$ cat src/rtl/int8_mul_sched_if.sv
// Bundle of the requester, multiplier and result signals around int8_mul_sched.
//   slave  : the scheduler side (takes requests and products, drives grants,
//            multiplier operands and tagged results).
//   master : the environment side (requesters, multiplier, result consumer).
// Signals:
//   req_valid/req_ready/req_last [1:0] : per-requester beat handshake
//   req_wt0/1, req_act0/1 [7:0]        : signed weight and activation per requester
//   mul_ena, mul_enb, mul_a, mul_b     : shared multiplier operand strobes/data
//   mul_p [15:0]                       : multiplier product, LAT cycles after issue
//   res_valid/data/id/idx/last, ovf    : tagged result stream and overflow pulse
interface int8_mul_sched_if #(
  parameter int CNT_W = 8
) ();
  logic [1:0]       req_valid;
  logic [1:0]       req_ready;
  logic [7:0]       req_wt0;
  logic [7:0]       req_wt1;
  logic [7:0]       req_act0;
  logic [7:0]       req_act1;
  logic [1:0]       req_last;
  logic             mul_ena;
  logic             mul_enb;
  logic [7:0]       mul_a;
  logic [7:0]       mul_b;
  logic [15:0]      mul_p;
  logic             res_valid;
  logic [15:0]      res_data;
  logic             res_id;
  logic [CNT_W-1:0] res_idx;
  logic             res_last;
  logic             ovf;

  modport slave (
    input  req_valid, req_wt0, req_wt1, req_act0, req_act1, req_last, mul_p,
    output req_ready, mul_ena, mul_enb, mul_a, mul_b,
           res_valid, res_data, res_id, res_idx, res_last, ovf
  );

  modport master (
    output req_valid, req_wt0, req_wt1, req_act0, req_act1, req_last, mul_p,
    input  req_ready, mul_ena, mul_enb, mul_a, mul_b,
           res_valid, res_data, res_id, res_idx, res_last, ovf
  );
endinterface

$ cat src/rtl/int8_mul_sched.sv
// Round-robin scheduler sharing one pipelined int8 multiplier between two
// requesters. A granted requester streams a packet of activations; the weight
// is loaded into the multiplier on the packet's first beat only. Each issued
// beat carries a {valid, id, idx, last} tag through a LAT-deep pipeline so the
// tag lines up with the product coming back on mul_p.
// Ports:
//   clk  : rising-edge clock
//   rst  : synchronous active-high reset
//   bus  : int8_mul_sched_if slave modport (requests, multiplier, results)
module int8_mul_sched #(
  parameter int LAT       = 2,
  parameter int MAX_BEATS = 128,
  parameter int CNT_W     = 8
) (
  input  logic                  clk,
  input  logic                  rst,
  int8_mul_sched_if.slave       bus
);

  typedef enum logic [1:0] {IDLE, GRANT0, GRANT1} state_t;

  typedef struct packed {
    logic             valid;
    logic             id;
    logic [CNT_W-1:0] idx;
    logic             last;
  } tag_t;

  state_t           state_q, state_nxt;
  logic             rr_last_q, rr_last_nxt;   // requester granted most recently
  logic [CNT_W-1:0] beat_cnt_q, beat_cnt_nxt;
  tag_t             tag_q [LAT];
  tag_t             tag_in;

  logic             sel;                      // requester owning the current grant
  logic [1:0]       ready;
  logic             ena, enb, ovf, at_max, end_pkt;
  logic [7:0]       a, b;

  assign sel    = (state_q == GRANT1);
  assign at_max = (beat_cnt_q == CNT_W'(MAX_BEATS - 1));

  // NOTE: every signal driven here gets a default first, so no path leaves
  // a value unassigned and no latch is inferred.
  always_comb begin
    state_nxt    = state_q;
    rr_last_nxt  = rr_last_q;
    beat_cnt_nxt = beat_cnt_q;
    ready        = 2'b00;
    ena          = 1'b0;
    enb          = 1'b0;
    a            = 8'h00;
    b            = 8'h00;
    ovf          = 1'b0;
    end_pkt      = 1'b0;
    tag_in       = '0;

    case (state_q)
      IDLE: begin
        // On a tie the requester that did not win last time gets the grant.
        if (bus.req_valid[0] && (!bus.req_valid[1] || rr_last_q)) begin
          state_nxt   = GRANT0;
          rr_last_nxt = 1'b0;
        end else if (bus.req_valid[1]) begin
          state_nxt   = GRANT1;
          rr_last_nxt = 1'b1;
        end
      end

      GRANT0, GRANT1: begin
        ready[sel] = 1'b1;
        // A valid gap simply holds the grant without issuing.
        if (bus.req_valid[sel]) begin
          ena = 1'b1;
          a   = sel ? bus.req_act1 : bus.req_act0;
          if (beat_cnt_q == '0) begin
            enb = 1'b1;
            b   = sel ? bus.req_wt1 : bus.req_wt0;
          end
          // A real last on the forced beat still counts as one end, with ovf.
          end_pkt = bus.req_last[sel] | at_max;
          ovf     = at_max;
          tag_in  = '{valid: 1'b1, id: sel, idx: beat_cnt_q, last: end_pkt};
          if (end_pkt) begin
            state_nxt    = IDLE;
            beat_cnt_nxt = '0;
          end else begin
            beat_cnt_nxt = beat_cnt_q + 1'b1;
          end
        end
      end

      default: state_nxt = IDLE;
    endcase
  end

  // NOTE: state is updated with non-blocking assignments so every register
  // samples the values from before the edge, independent of statement order.
  always_ff @(posedge clk) begin
    if (rst) begin
      state_q    <= IDLE;
      rr_last_q  <= 1'b1;
      beat_cnt_q <= '0;
      // NOTE: the tag pipeline is small and its valid bits gate res_valid,
      // so it is cleared on reset to drop in-flight results.
      for (int i = 0; i < LAT; i++) tag_q[i] <= '0;
    end else begin
      state_q    <= state_nxt;
      rr_last_q  <= rr_last_nxt;
      beat_cnt_q <= beat_cnt_nxt;
      tag_q[0]   <= tag_in;
      for (int i = 1; i < LAT; i++) tag_q[i] <= tag_q[i-1];
    end
  end

  assign bus.req_ready = ready;
  assign bus.mul_ena   = ena;
  assign bus.mul_enb   = enb;
  assign bus.mul_a     = a;
  assign bus.mul_b     = b;
  assign bus.ovf       = ovf;
  assign bus.res_valid = tag_q[LAT-1].valid;
  assign bus.res_id    = tag_q[LAT-1].id;
  assign bus.res_idx   = tag_q[LAT-1].idx;
  assign bus.res_last  = tag_q[LAT-1].last;
  assign bus.res_data  = bus.mul_p;

endmodule

$ cat src/flat_wrapper.sv
// flat-port wrapper written by rule: the top's interface ports become plain ports
module int8_mul_sched_flat 
#(
  parameter int LAT       = 2,
  parameter int MAX_BEATS = 128,
  parameter int CNT_W     = 8
)
  (clk, rst, bus_req_valid, bus_req_wt0, bus_req_wt1, bus_req_act0, bus_req_act1, bus_req_last, bus_mul_p, bus_req_ready, bus_mul_ena, bus_mul_enb, bus_mul_a, bus_mul_b, bus_res_valid, bus_res_data, bus_res_id, bus_res_idx, bus_res_last, bus_ovf);
  int8_mul_sched_if #(.CNT_W(CNT_W)) bus_i ();
  input  logic clk;
  input  logic rst;
  input wire logic [$bits(bus_i.req_valid)-1:0] bus_req_valid;
  input wire logic [$bits(bus_i.req_wt0)-1:0] bus_req_wt0;
  input wire logic [$bits(bus_i.req_wt1)-1:0] bus_req_wt1;
  input wire logic [$bits(bus_i.req_act0)-1:0] bus_req_act0;
  input wire logic [$bits(bus_i.req_act1)-1:0] bus_req_act1;
  input wire logic [$bits(bus_i.req_last)-1:0] bus_req_last;
  input wire logic [$bits(bus_i.mul_p)-1:0] bus_mul_p;
  output wire logic [$bits(bus_i.req_ready)-1:0] bus_req_ready;
  output wire logic [$bits(bus_i.mul_ena)-1:0] bus_mul_ena;
  output wire logic [$bits(bus_i.mul_enb)-1:0] bus_mul_enb;
  output wire logic [$bits(bus_i.mul_a)-1:0] bus_mul_a;
  output wire logic [$bits(bus_i.mul_b)-1:0] bus_mul_b;
  output wire logic [$bits(bus_i.res_valid)-1:0] bus_res_valid;
  output wire logic [$bits(bus_i.res_data)-1:0] bus_res_data;
  output wire logic [$bits(bus_i.res_id)-1:0] bus_res_id;
  output wire logic [$bits(bus_i.res_idx)-1:0] bus_res_idx;
  output wire logic [$bits(bus_i.res_last)-1:0] bus_res_last;
  output wire logic [$bits(bus_i.ovf)-1:0] bus_ovf;
  assign bus_i.req_valid = bus_req_valid;
  assign bus_i.req_wt0 = bus_req_wt0;
  assign bus_i.req_wt1 = bus_req_wt1;
  assign bus_i.req_act0 = bus_req_act0;
  assign bus_i.req_act1 = bus_req_act1;
  assign bus_i.req_last = bus_req_last;
  assign bus_i.mul_p = bus_mul_p;
  assign bus_req_ready = bus_i.req_ready;
  assign bus_mul_ena = bus_i.mul_ena;
  assign bus_mul_enb = bus_i.mul_enb;
  assign bus_mul_a = bus_i.mul_a;
  assign bus_mul_b = bus_i.mul_b;
  assign bus_res_valid = bus_i.res_valid;
  assign bus_res_data = bus_i.res_data;
  assign bus_res_id = bus_i.res_id;
  assign bus_res_idx = bus_i.res_idx;
  assign bus_res_last = bus_i.res_last;
  assign bus_ovf = bus_i.ovf;
  int8_mul_sched #(.LAT(LAT), .MAX_BEATS(MAX_BEATS), .CNT_W(CNT_W)) u_core (.clk(clk), .rst(rst), .bus(bus_i));
endmodule
$ cat config.mk
export PLATFORM = sky130hd
export DESIGN_NAME = int8_mul_sched_flat
export DESIGN_NICKNAME = d
export VERILOG_FILES = /design/src/rtl/int8_mul_sched_if.sv /design/src/rtl/int8_mul_sched.sv /design/src/flat_wrapper.sv
export SDC_FILE = /design/constraint.sdc
export NUM_CORES = 1
export LEC_CHECK = 0
export ABC_AREA = 0
export BUFFER_PORTS_ARGS = -buffer_cell sky130_fd_sc_hd__buf_4
export CELL_PAD_IN_SITES_DETAIL_PLACEMENT = 1
export CELL_PAD_IN_SITES_GLOBAL_PLACEMENT = 1
export CORE_MARGIN = 2
export CORE_UTILIZATION = 33
export DETAILED_ROUTE_END_ITERATION = 10
export PLACE_DENSITY = 0.95
export SLEW_MARGIN = 20
export SYNTH_ARGS = -nofsm -noshare
export SYNTH_HDL_FRONTEND = slang
export SYNTH_SLANG_ARGS = --single-unit
$ cat constraint.sdc
create_clock -name clk -period 2.4 [get_ports clk]
set_input_delay 0 -clock clk [delete_from_list [all_inputs] [get_ports clk]]
set_output_delay 0 -clock clk [all_outputs]
set_load 0.01 [all_outputs]
After elaboration in Yosys (flattened, before gate mapping)

Memory sizes are Yosys's and may differ from the RTL's.
Cells that the tools add are included.

ROM bits: 0
Flip-flop bits (word level): 11
Logic and storage cells: 63
Memories kept: 1
Bits in latches: 0
Output and inout port bits: 48
Bits in writable memories: 22
Bits of input ports: 54

Memory list:

| name         | words | bits a word | read ports | clocked after memory_dff | wr ports | line                 | text |
|---|---|---|---|---|---|---|---|
| u_core.tag_q | 2     | 11          | 2          | 0                        | 2        | int8_mul_sched.sv:32 | `tag_t tag_q [LAT];` |

$mul: 0
Bitwise gates (word level): 3
Shift operators: 0
Divide/modulo/power cells: 0
Eq/ne operators: 6
Add/sub/neg operators: 1
Multiplexer cells: 36
Reductions and logical operators: 11
$lt $le $gt $ge: 2

Operator list:

| kind                                                                         | count |
|---|---|
| 8-bit two-way mux                                                            | 8 |
| 11-bit two-way mux                                                           | 4 |
| 1-bit two-way mux                                                            | 17 |
| 2-bit two-way mux                                                            | 5 |
| 8-bit by 1-bit adder with 8-bit output, second input constant                | 1 |
| 8-bit by 7-bit equality test with 1-bit output, second input constant        | 1 |
| 8-bit zero test                                                              | 1 |
| 2-bit by 1-bit != test with 1-bit output, second input constant              | 2 |
| 2-bit case mux with 2 select lines                                           | 1 |
| 2-bit AND reduction                                                          | 2 |
| 3-bit by 2-bit != test with 1-bit output, second input constant              | 1 |
| 1-bit OR                                                                     | 3 |
| 3-bit AND reduction                                                          | 1 |
| 2-bit by 1-bit equality test with 1-bit output, second input constant        | 1 |
| 2-bit equality test, second input constant                                   | 1 |
| 1-bit logical AND                                                            | 2 |
| 2-bit zero test                                                              | 1 |
| 1-bit by 2-bit less-than comparator with 1-bit output, second input constant | 1 |
| 2-bit nonzero test                                                           | 1 |
| 2-bit OR reduction                                                           | 1 |
| 1-bit demux with 1-bit select                                                | 1 |
| 1-bit >= comparator, second input constant                                   | 1 |
| 1-bit zero test                                                              | 1 |
| 1-bit logical OR                                                             | 1 |

Longest topological paths before layout

Gate-level depths: netlist of the first run.

Depth after elaboration: 7
Gate-level depth with buffers: 9
Gate-level depth less buffers: 7

Least setup slack after synthesis of the first run

No wires, ideal clock.

Kind: register -> output
Start point: register u_core.state_q[0]
End point: output bus_ovf
Data required time: 2.400 ns
Cell stages (with the launch flop): 8
Data arrival time: 1.689 ns
Setup slack: 0.711 ns
Buffers on the path: 2
Cells stage by stage: dfxtp_1 inv_1 ha_1 buf_6 mux2i_4 nand2b_1 buf_6 nor4_1

Cells in the longest elaborated chain, start to end: 5
Elaborated cells between the ends (all ways): 7
Classes of those cells: eq/ne (2); mux (4); reduce/logical (1)

RTL lines:

| what                                                  | line                  | text |
|---|---|---|
| from (decl)                                           | int8_mul_sched.sv:29  | `state_t state_q, state_nxt;` |
| from (signal assigned)                                | int8_mul_sched.sv:108 | `state_q <= state_nxt;` |
| 2-bit equality test (*)                               | int8_mul_sched.sv:40  | `assign sel = (state_q == GRANT1);` |
| named net u_core.sel                                  | int8_mul_sched.sv:35  | `logic sel;` |
| 1-bit two-way mux (implied by the code) (2 in series) | int8_mul_sched.sv:73  | `if (bus.req_valid[sel]) begin` |
| 1-bit two-way mux                                     | int8_mul_sched.sv:73  |  |
| 1-bit two-way mux (*)                                 | int8_mul_sched.sv:58  | `case (state_q)` |
| to (decl)                                             | flat_wrapper.sv:29    | `output wire logic [$bits(bus_i.ovf)-1:0] bus_ovf;` |

Mark *: on every way through the listed nets, which the timed path passes. The rest lies on a longest branch. The select of a mux whose other input is x is not followed.

Worst setup path in the final report of the first run

Start point: register u_core.state_q[0]
End point: output bus_mul_a[1]

Cells in the longest elaborated chain, start to end: 5
Elaborated cells between the ends (all ways): 8
Classes of those cells: eq/ne (2); mux (5); reduce/logical (1)

RTL lines:

| what                                                  | line                                       | text |
|---|---|---|
| 2-bit equality test                                   | int8_mul_sched.sv:40, int8_mul_sched.sv:58 |  |
| 1-bit two-way mux (implied by the code) (2 in series) | int8_mul_sched.sv:73                       |  |
| 8-bit two-way mux                                     | int8_mul_sched.sv:73                       |  |
| 8-bit two-way mux (*)                                 | int8_mul_sched.sv:58                       |  |
| to (decl)                                             | flat_wrapper.sv:22                         | `output wire logic [$bits(bus_i.mul_a)-1:0] bus_mul_a;` |

Mark *: on every way between the ends. The rest lies on a longest branch, timed or not. The select of a mux whose other input is x is not followed.

==> results_dict.tcl, run 1 <==
set metrics [dict create \
    vias 1362 \
    num_antenna_cells 0 \
    slew_headroom_pct 58.6 \
    cts_buffers 5 \
    synth_area_leader_cell "dfxtp_1" \
    clkPwrFrac_pct 28.6 \
    power.switching_uw 421 \
    maxSlewViolCount 0 \
    drv_cap 0 \
    first_pass_iters 4 \
    finalWirelength_um 3730 \
    syn_area_per_cell_um2 9.37 \
    fin_crit_sh_pct 93.5 \
    place_inst 291 \
    netlist.area_leader.share_pct 38.9 \
    busiest_layer "met2" \
    synth.area.top_cells "dfxtp_1 39%, buf_4 11%, mux2i_1 10%" \
    die_h_um 75.7 \
    grt_pass1_vias 1381 \
    ys_types 34 \
    initial_core_util_pct 33.6 \
    synth_edf_count 0 \
    cts-htree-levels 2 \
    worst_slew_pin_slew_ps 613 \
    critPathArrivalTime_ps 2240 \
    grt_pass1_wl_um 6000 \
    intPower_uw 965 \
    crit_fanout 9 \
    totalNegativeSetupSlack_ps 0 \
    io_pins 102 \
    clock.fmax_ghz 0.446 \
    leakagePower_nw 0.920 \
    critPathRequiredTime_ps 2400 \
    drtIter0Drc 16 \
    ctsResizeCount 0 \
    yosys_warnings 0 \
    hold_viol_final 0 \
    cts_hold_buffers 0 \
    combPwrFrac_pct 29.6 \
    syn-cell-area_um2 1700 \
    final_nets 287 \
    ys_top_cells_by_count "33 x dfxtp_1, 26 x nor2_1, 25 x buf_4" \
    ys_seq_area_share_pct 38.9 \
    netSwitchingFraction_pct 30.4 \
    cts_tree "yes" \
    critPathLaunchType "flop" \
    fp.dieArea_um2 5730 \
    synthArstFlopShare_pct 0 \
    rows 26 \
    track_usage_pct 14.1 \
    synth_seq_cells 33 \
    use_met1_pct 15.1 \
    numPortBuffers 69 \
    ant_nets 0 \
    met3_usage_pct 5.29 \
    grt_overflow 0 \
    peakVddDrop_uv 239 \
    dp_hpwl_um 3010 \
    layout-drive-gt1-share_pct 37.1 \
    finalCriticalPeriod_ps 2240 \
    avgRoutedWirePerCell_um 12.5 \
    place_congestion 0.853 \
    fp.dieW_um 75.7 \
    seqPwrFrac_pct 41.8 \
    power.density_nw_per_um2 639 \
    synth_fp_nets 240 \
    grtUsageMet2_pct 24.9 \
    clock-sinks 33 \
    syn-instance-count 181 \
    grt_antenna_before_repair 0 \
    root_buffer "clkbuf_8" \
    grt_max_degree 23 \
    synthMostInstantiatedCell "dfxtp_1" \
    rsz0062_at_grt "no" \
    drt-vias-per-instance 4.56 \
    core_area_um2 5040 \
    drt_drc_violations_left 0 \
    clkLatencyLatePin_ps 280 \
    synthFlopType "dfxtp_1" \
    outcome "completed" \
    clockBufferDepth 2 \
    cts_setup_buffers 0 \
    setup_viol 0 \
    clock_skew_ps 6.89 \
    path_clk_slew_ps 70 \
    area_growth_pct 27.9 \
    cp-end-kind "output pin" \
    critical_path_class "flop to output pin" \
    final_cells 299 \
    holdCritPathClass "primary input to output pin" \
]
-- sequential cells by signal, indices dropped and copies added (netlist names) --
register           cells
u_core.beat_cnt_q      8
u_core.rr_last_q       1
u_core.state_q         2
u_core.tag_q          22
-- through the flow --
step                      worst slack, ps  total power, mW  utilization [%]  hold WS [ps]  cell area (um2)
after floorplan                       711            0.880                -          80.6             1700
after global placement                490            0.992             41.3        0.0686             2080
after detailed placement              382             1.01             41.3        0.0686             2080
after CTS                             136             1.41             43.1        0.0686             2170
after global routing                 23.7             1.47             43.1        0.0310             2170
final                                 155             1.39             43.1       0.00281             2170
-- logic make-up after synthesis --
| family | share of synthesized area, % |
|---|---|
| AO/OA/AOI/OAI | 5.38 |
| AND/OR/NAND/NOR | 21.6 |
| flip-flops | 38.9 |
| XOR/XNOR | 3.61 |
| multiplexers | 11.4 |
| buffers and inverters | 15.4 |
| adder cells (fa/ha/maj) | 3.69 |
-- critical path, stage by stage, from the launching register on --
cell and delay [ps]:
dfxtp_1 320, inv_1 100, ha_1 240, mux2i_4 380, nand2b_1 460, buf_4 250, nor2_1 60, buf_4 140
-- worst paths after layout --
path	to	slack, ps	cells after the start	start
max	bus_mul_a[1]	160	7	u_core.state_q[0]$_SDFFE_PP0P_
max reg2reg	u_core.state_q[0]$_SDFFE_PP0P_	350	7	u_core.state_q[0]$_SDFFE_PP0P_
min	bus_res_data[5]	0.003	0	bus_mul_p[5]
min reg2reg	u_core.tag_q[0][16]$_SDFF_PP0_	440	1	u_core.tag_q[0][5]$_SDFF_PP0_
-- power by group through the flow --
stage / Sequential (mW) / Clock, mW / Combinational, mW
2_1_floorplan: 0.589 / 0 / 0.290
3_3_place_gp: 0.590 / 0 / 0.402
3_5_place_dp: 0.592 / 0 / 0.414
4_1_cts: 0.579 / 0.410 / 0.417
5_1_grt: 0.582 / 0.435 / 0.454
6_report: 0.580 / 0.396 / 0.410
-- metal layers --
metal  vias to the layer above  wire length (um)  part of all wire (%)
met3                         8               318                   8.5
met5                         -                 0                     0
met1                       615              1510                    40
met4                         0                80                   2.1
met2                        73              1820                    49
li1                        666                 -                     -
-- layout by cell type, fill, tap and decap left out, types with 5 or more instances in the layout --
master,n
and2_1,7
buf_4,71
clkbuf_8,5
dfxtp_1,33
ha_1,5
inv_1,6
mux2i_1,17
nand2_1,5
nor2_1,26
nor2b_1,11
nor3_1,7
xnor2_1,7
-- cell type report --
type | count | area [um2]
multi-input cells | 110 | 774
repair buffers | 71 | 533
clock buffers | 5 | 68.8
flip-flops and latches | 33 | 661
well taps | 70 | 87.6
fillers | 602 | 2870
inverters | 7 | 28.8
clock inverters | 3 | 17.5
No activity file was read; power rests on OpenSTA's default activity.
==> run 2, diff against run 1 <==
Settings changed: ABC_AREA 0 to 1, CORE_UTILIZATION 33 to 31, PLACE_DENSITY 0.95 to 0.94.
==> results_dict.tcl, run 2 <==
set metrics [dict create \
    clock_skew_ps 4.68 \
    syn-instance-count 247 \
    ys_types 24 \
    clockBufferDepth 2 \
    mostFrequentLayoutCells "70 x buf_4, 56 x nand2_1, 34 x inv_1" \
    vias 1642 \
    crit_fanout 17 \
    area_growth_pct 29.3 \
    worst_slew_pin_slew_ps 457 \
    maxSlewViolCount 0 \
    ctsResizeCount 0 \
    setup_viol 0 \
    initial_core_util_pct 31.9 \
    avgRoutedWirePerCell_um 12.5 \
    timing.rr.end "u_core.beat_cnt_q[6]$_SDFFE_PP0P_" \
    synth_edf_count 0 \
    setup_slack_ps 343 \
    grt_overflow 0 \
    postPlaceCellArea_um2 2140 \
    totalNegativeSetupSlack_ps 0 \
    yosys_warnings 0 \
    drt-vias-per-instance 4.49 \
    total_power_mw 1.60 \
    reg_top3 "u_core.tag_q: 22 flops, u_core.beat_cnt_q: 8 flops, u_core.state_q: 2 flops" \
    die_h_um 79.0 \
    hold_viol_final 0 \
    root_buffer "clkbuf_8" \
    clock-sinks 33 \
    ant_nets 0 \
    startpoint "u_core.state_q[0]$_SDFFE_PP0P_" \
    drv_cap 0 \
    grt_pass1_vias 1745 \
    cp-end-kind "output pin" \
    drtIter0Drc 25 \
    holdCritPathClass "primary input to output pin" \
    layout-drive-gt1-share_pct 30.6 \
    cts_buffers 5 \
    rows 27 \
    core_area_um2 5470 \
    path_delay_family "compound AO/OA/AOI/OAI gates" \
    num_antenna_cells 0 \
    track_usage_pct 15.6 \
    n_fill_cell 689 \
    io_pins 102 \
    finalWirelength_um 4580 \
    drt_drc_violations_left 0 \
    final_nets 352 \
    hold-worst-slack_ps 0.00443 \
    ys_top_cells_by_count "56 x nand2_1, 34 x inv_1, 33 x dfxtp_1" \
    place_ws_ps 623 \
    place_congestion 0.801 \
    critical_path_class "flop to output pin" \
    first_pass_iters 4 \
    final_common_cell "buf_4" \
    largest_reg_flops 22 \
    slowest_stage "dfxtp_1" \
    r2r_slack_ps 650 \
    top_register "u_core.tag_q" \
    synthArstFlopShare_pct 0 \
    syn-cell-area_um2 1750 \
    cts_tree "yes" \
    critPathArrivalTime_ps 2060 \
    critPathRequiredTime_ps 2400 \
    critPathLaunchType "flop" \
    netlist.area_leader.share_pct 37.8 \
    grt_antenna_before_repair 0 \
    critPathMaxStageDelay_ps 360 \
    numPortBuffers 69 \
    synthFlopType "dfxtp_1" \
    ys_seq_area_share_pct 37.8 \
    cts_hold_buffers 0 \
    fp.dieArea_um2 6250 \
    fp.dieW_um 79.0 \
    synth_fp_nets 306 \
    dp_hpwl_um 3560 \
    clkLatencyLatePin_ps 280 \
    cts_setup_buffers 0 \
    rr_worst_depth 7 \
    synth_area_leader_cell "dfxtp_1" \
    synthMostInstantiatedCell "nand2_1" \
    outcome "completed" \
    cts-htree-levels 2 \
    grt_pass1_wl_um 7670 \
    crit_chain "inv_1 -> ha_1 -> o21ai_2 -> nand2_4 -> clkinv_4 -> nand2_2 -> a21oi_1 -> buf_4" \
    path_buf_inv 3 \
    cp.depth 8 \
    clock.fmax_ghz 0.486 \
    syn_area_per_cell_um2 7.07 \
    rsz0062_at_grt "no" \
    finalCriticalPeriod_ps 2060 \
    r2r-start "u_core.state_q[0]$_SDFFE_PP0P_" \
    leakagePower_nw 1.10 \
    crit_path_end "bus_mul_b[3]" \
    synth_seq_cells 33 \
    slew_headroom_pct 69.3 \
    fin_crit_sh_pct 85.7 \
    stdcell_area_um2 2260 \
    path_clk_slew_ps 70 \
    power.density_nw_per_um2 709 \
    peakVddDrop_uv 289 \
    synth.area.top_cells "dfxtp_1 38%, nand2_1 12%, buf_4 12%" \
    grt_max_degree 21 \
]
==> run 2: worst min-delay path by stage <==
stage / start / to / slack [ps] / cells past startpoint
detailed placement: bus_mul_p[0] / bus_res_data[0] / 0.07 / 0
finish: bus_mul_p[8] / bus_res_data[8] / 0.004 / 0
global route: bus_mul_p[13] / bus_res_data[13] / 0.02 / 0
floorplan: bus_mul_p[0] / bus_res_data[0] / 90 / 1
global placement: bus_mul_p[0] / bus_res_data[0] / 0.07 / 0
CTS: bus_mul_p[0] / bus_res_data[0] / 0.07 / 0
==> run 2: layout make-up <==
cell class	count	area (um2)	share of cell area, %
repair buffers	70	526	23.3
inverters	37	144	6.37
clock buffers	7	86.3	3.82
flip-flops and latches	33	661	29.3
well taps	72	90.1	3.99
clock inverters	1	30.0	1.33
multi-input cells	146	721	31.9
==> run 2: cell families (layout without fill, tap and decap cells) <==
logic type / Yosys count / in the layout / synth area share (%)
AO/OA/AOI/OAI: 33 / 33 / 10.5
adder cells (fa/ha/maj): 5 / 5 / 3.58
buffers and inverters: 68 / 115 / 20.9
flip-flops: 33 / 33 / 37.8
AND/OR/NAND/NOR: 108 / 108 / 27.2
==> run 2: worst register-to-register path: stages, from the launching register on <==
cell	delay [ps]
dfxtp_1	360
inv_1	70
ha_1	410
nand2_4	270
clkinv_4	150
a21oi_4	240
nand2_1	90
nor2_1	100
==> run 2: routing by layer <==
metal,GRT usage (%),wire length (um),vias to the layer above
li1,-,-,820
met1,16.5,1850,743
met2,28.6,2300,76
met3,5.91,409,3
met4,4.66,25,0
met5,0,0,-
==> run 2: stage by stage <==
step / util [%] / std cells
final: 41.2 / 366
after global routing: 41.2 / 366
after CTS: 41.2 / 366
after detailed placement: 39.1 / 358
after global placement: 39.1 / 358
after floorplan: - / 247
==> run 2: where the power goes <==
| part | leakage [nW] | internal (mW) | switching (mW) | total, mW |
|---|---|---|---|---|
| clock | 0.0585 | 0.338 | 0.195 | 0.534 |
| combinational | 0.770 | 0.193 | 0.293 | 0.486 |
| sequential | 0.267 | 0.568 | 0.0133 | 0.582 |
| total | 1.10 | 1.10 | 0.501 | 1.60 |
==> run 3, diff against run 2 <==
Settings changed: HOLD_SLACK_MARGIN set to 0.03.
==> results_dict.tcl, run 3 (same netlist as run 2, synthesis figures left out) <==
set metrics [dict create \
    cts-htree-levels 2 \
    holdCritPathClass "primary input to flop" \
    setup_slack_ps 340 \
    slew_headroom_pct 69.5 \
    grt_pass1_wl_um 7750 \
    critPathRequiredTime_ps 2400 \
    dp_hpwl_um 3560 \
    final_nets 368 \
    core_area_um2 5470 \
    critPathLaunchType "flop" \
    worst_slew_pin_slew_ps 455 \
    initial_core_util_pct 31.9 \
    drv_cap 0 \
    cts_setup_buffers 0 \
    critPathArrivalTime_ps 2060 \
    clock-sinks 33 \
    clock_skew_ps 5.25 \
    maxSlewViolCount 0 \
    total_power_mw 1.63 \
    grt_overflow 0 \
    layout-drive-gt1-share_pct 29.0 \
    avgRoutedWirePerCell_um 12.5 \
    power.density_nw_per_um2 676 \
    clockBufferDepth 2 \
    fin_crit_sh_pct 85.8 \
    path_clk_slew_ps 70 \
    ant_nets 0 \
    clock.fmax_ghz 0.486 \
    cp-end-kind "output pin" \
    setup_viol 0 \
    drtIter0Drc 24 \
    n_fill_cell 684 \
    io_pins 102 \
    grt_antenna_before_repair 0 \
    hold_viol_final 0 \
    drt-vias-per-instance 4.51 \
    finalCriticalPeriod_ps 2060 \
    totalNegativeSetupSlack_ps 0 \
    place_ws_ps 623 \
    crit_fanout 17 \
    cts_tree "yes" \
    num_antenna_cells 0 \
    track_usage_pct 15.8 \
    clkPwrFrac_pct 32.7 \
    critical_path_class "flop to output pin" \
    outcome "completed" \
    rows 27 \
    cts_buffers 5 \
    final_common_cell "buf_4" \
    vias 1724 \
    largest_reg_flops 22 \
    power.switching_uw 517 \
    hold-worst-slack_ps 55.6 \
    area_growth_pct 38.5 \
    grt_max_degree 21 \
    mostFrequentLayoutCells "70 x buf_4, 56 x nand2_1, 34 x inv_1" \
    drt_drc_violations_left 0 \
    grt_pass1_vias 1784 \
    first_pass_iters 4 \
    place_congestion 0.801 \
    seqPwrFrac_pct 35.6 \
    intPower_mw 1.12 \
    die_h_um 79.0 \
    rsz0062_at_grt "no" \
    top_register "u_core.tag_q" \
    finalWirelength_um 4780 \
    reg_top3 "u_core.tag_q: 22 flops, u_core.beat_cnt_q: 8 flops, u_core.state_q: 2 flops" \
    root_buffer "clkbuf_8" \
    peakVddDrop_uv 292 \
    fp.dieArea_um2 6250 \
    combPwrFrac_pct 31.7 \
    netSwitchingFraction_pct 31.6 \
    numPortBuffers 69 \
    clkLatencyLatePin_ps 280 \
    leakagePower_nw 1.16 \
    fp.dieW_um 79.0 \
    ctsResizeCount 0 \
]
run 3: cell count changes in the layout (fill, tap and decap cells not counted):
cell           previous run  this run
dlygate4sd3_1             0        16
run 3: worst paths after layout:
check,from,to,slack (ps),cells after the start
max,u_core.state_q[0]$_SDFFE_PP0P_,bus_mul_b[3],340,8
min,rst,u_core.tag_q[0][13]$_SDFF_PP0_,60,2
max reg2reg,u_core.state_q[0]$_SDFFE_PP0P_,u_core.beat_cnt_q[6]$_SDFFE_PP0P_,660,7
min reg2reg,u_core.tag_q[0][4]$_SDFF_PP0_,u_core.tag_q[0][15]$_SDFF_PP0_,400,2
run 3: layer usage:
layer	global-route usage (%)	up-vias	part of all wire, %
met5	0	-	0
met4	4.31	0	0.69
met3	5.68	5	8.9
met2	29.2	86	50
met1	16.7	780	40
li1	-	853	-
run 3: area by class of cell:
| class | instances | area (um2) | area share [%] |
|---|---|---|---|
| Inverter | 37 | 144 | 5.95 |
| Timing Repair Buffer | 86 | 686 | 28.4 |
| Sequential cell | 33 | 661 | 27.3 |
| Clock buffer | 7 | 86.3 | 3.57 |
| Clock inverter | 1 | 30.0 | 1.24 |
| Multi-Input combinational cell | 146 | 721 | 29.8 |
| Tap cell | 72 | 90.1 | 3.73 |
run 3: through the flow:
stage / utilization, % / instance area (um2) / cells
after floorplan: - / 1750 / 247
after global placement: 39.1 / 2140 / 358
after detailed placement: 39.1 / 2140 / 358
after CTS: 44.2 / 2420 / 382
after global routing: 44.2 / 2420 / 382
final: 44.2 / 2420 / 382
run 3: worst max-delay path, cell delays in order, from the launching register on:
cell      delay [ps]
dfxtp_1          360
inv_1             70
ha_1             240
o21ai_2          280
nand2_4          220
clkinv_4         150
nand2_2          140
a21oi_1          170
buf_4            140
run 3: power by group through the flow:
stage	registers (mW)	logic [mW]	clock network [mW]
final	0.582	0.519	0.534
after global placement	0.591	0.467	0
after global routing	0.583	0.567	0.582
after detailed placement	0.594	0.486	0
after CTS	0.581	0.523	0.549
after floorplan	0.591	0.323	0
run 3: timing repair:
| item | 4_1_cts | 5_1_grt |
|---|---|---|
| hold buffers | 16 | 0 |
| endpoints found under the setup margin | 0 | 0 |
| endpoints found under the hold margin | 16 | 0 |
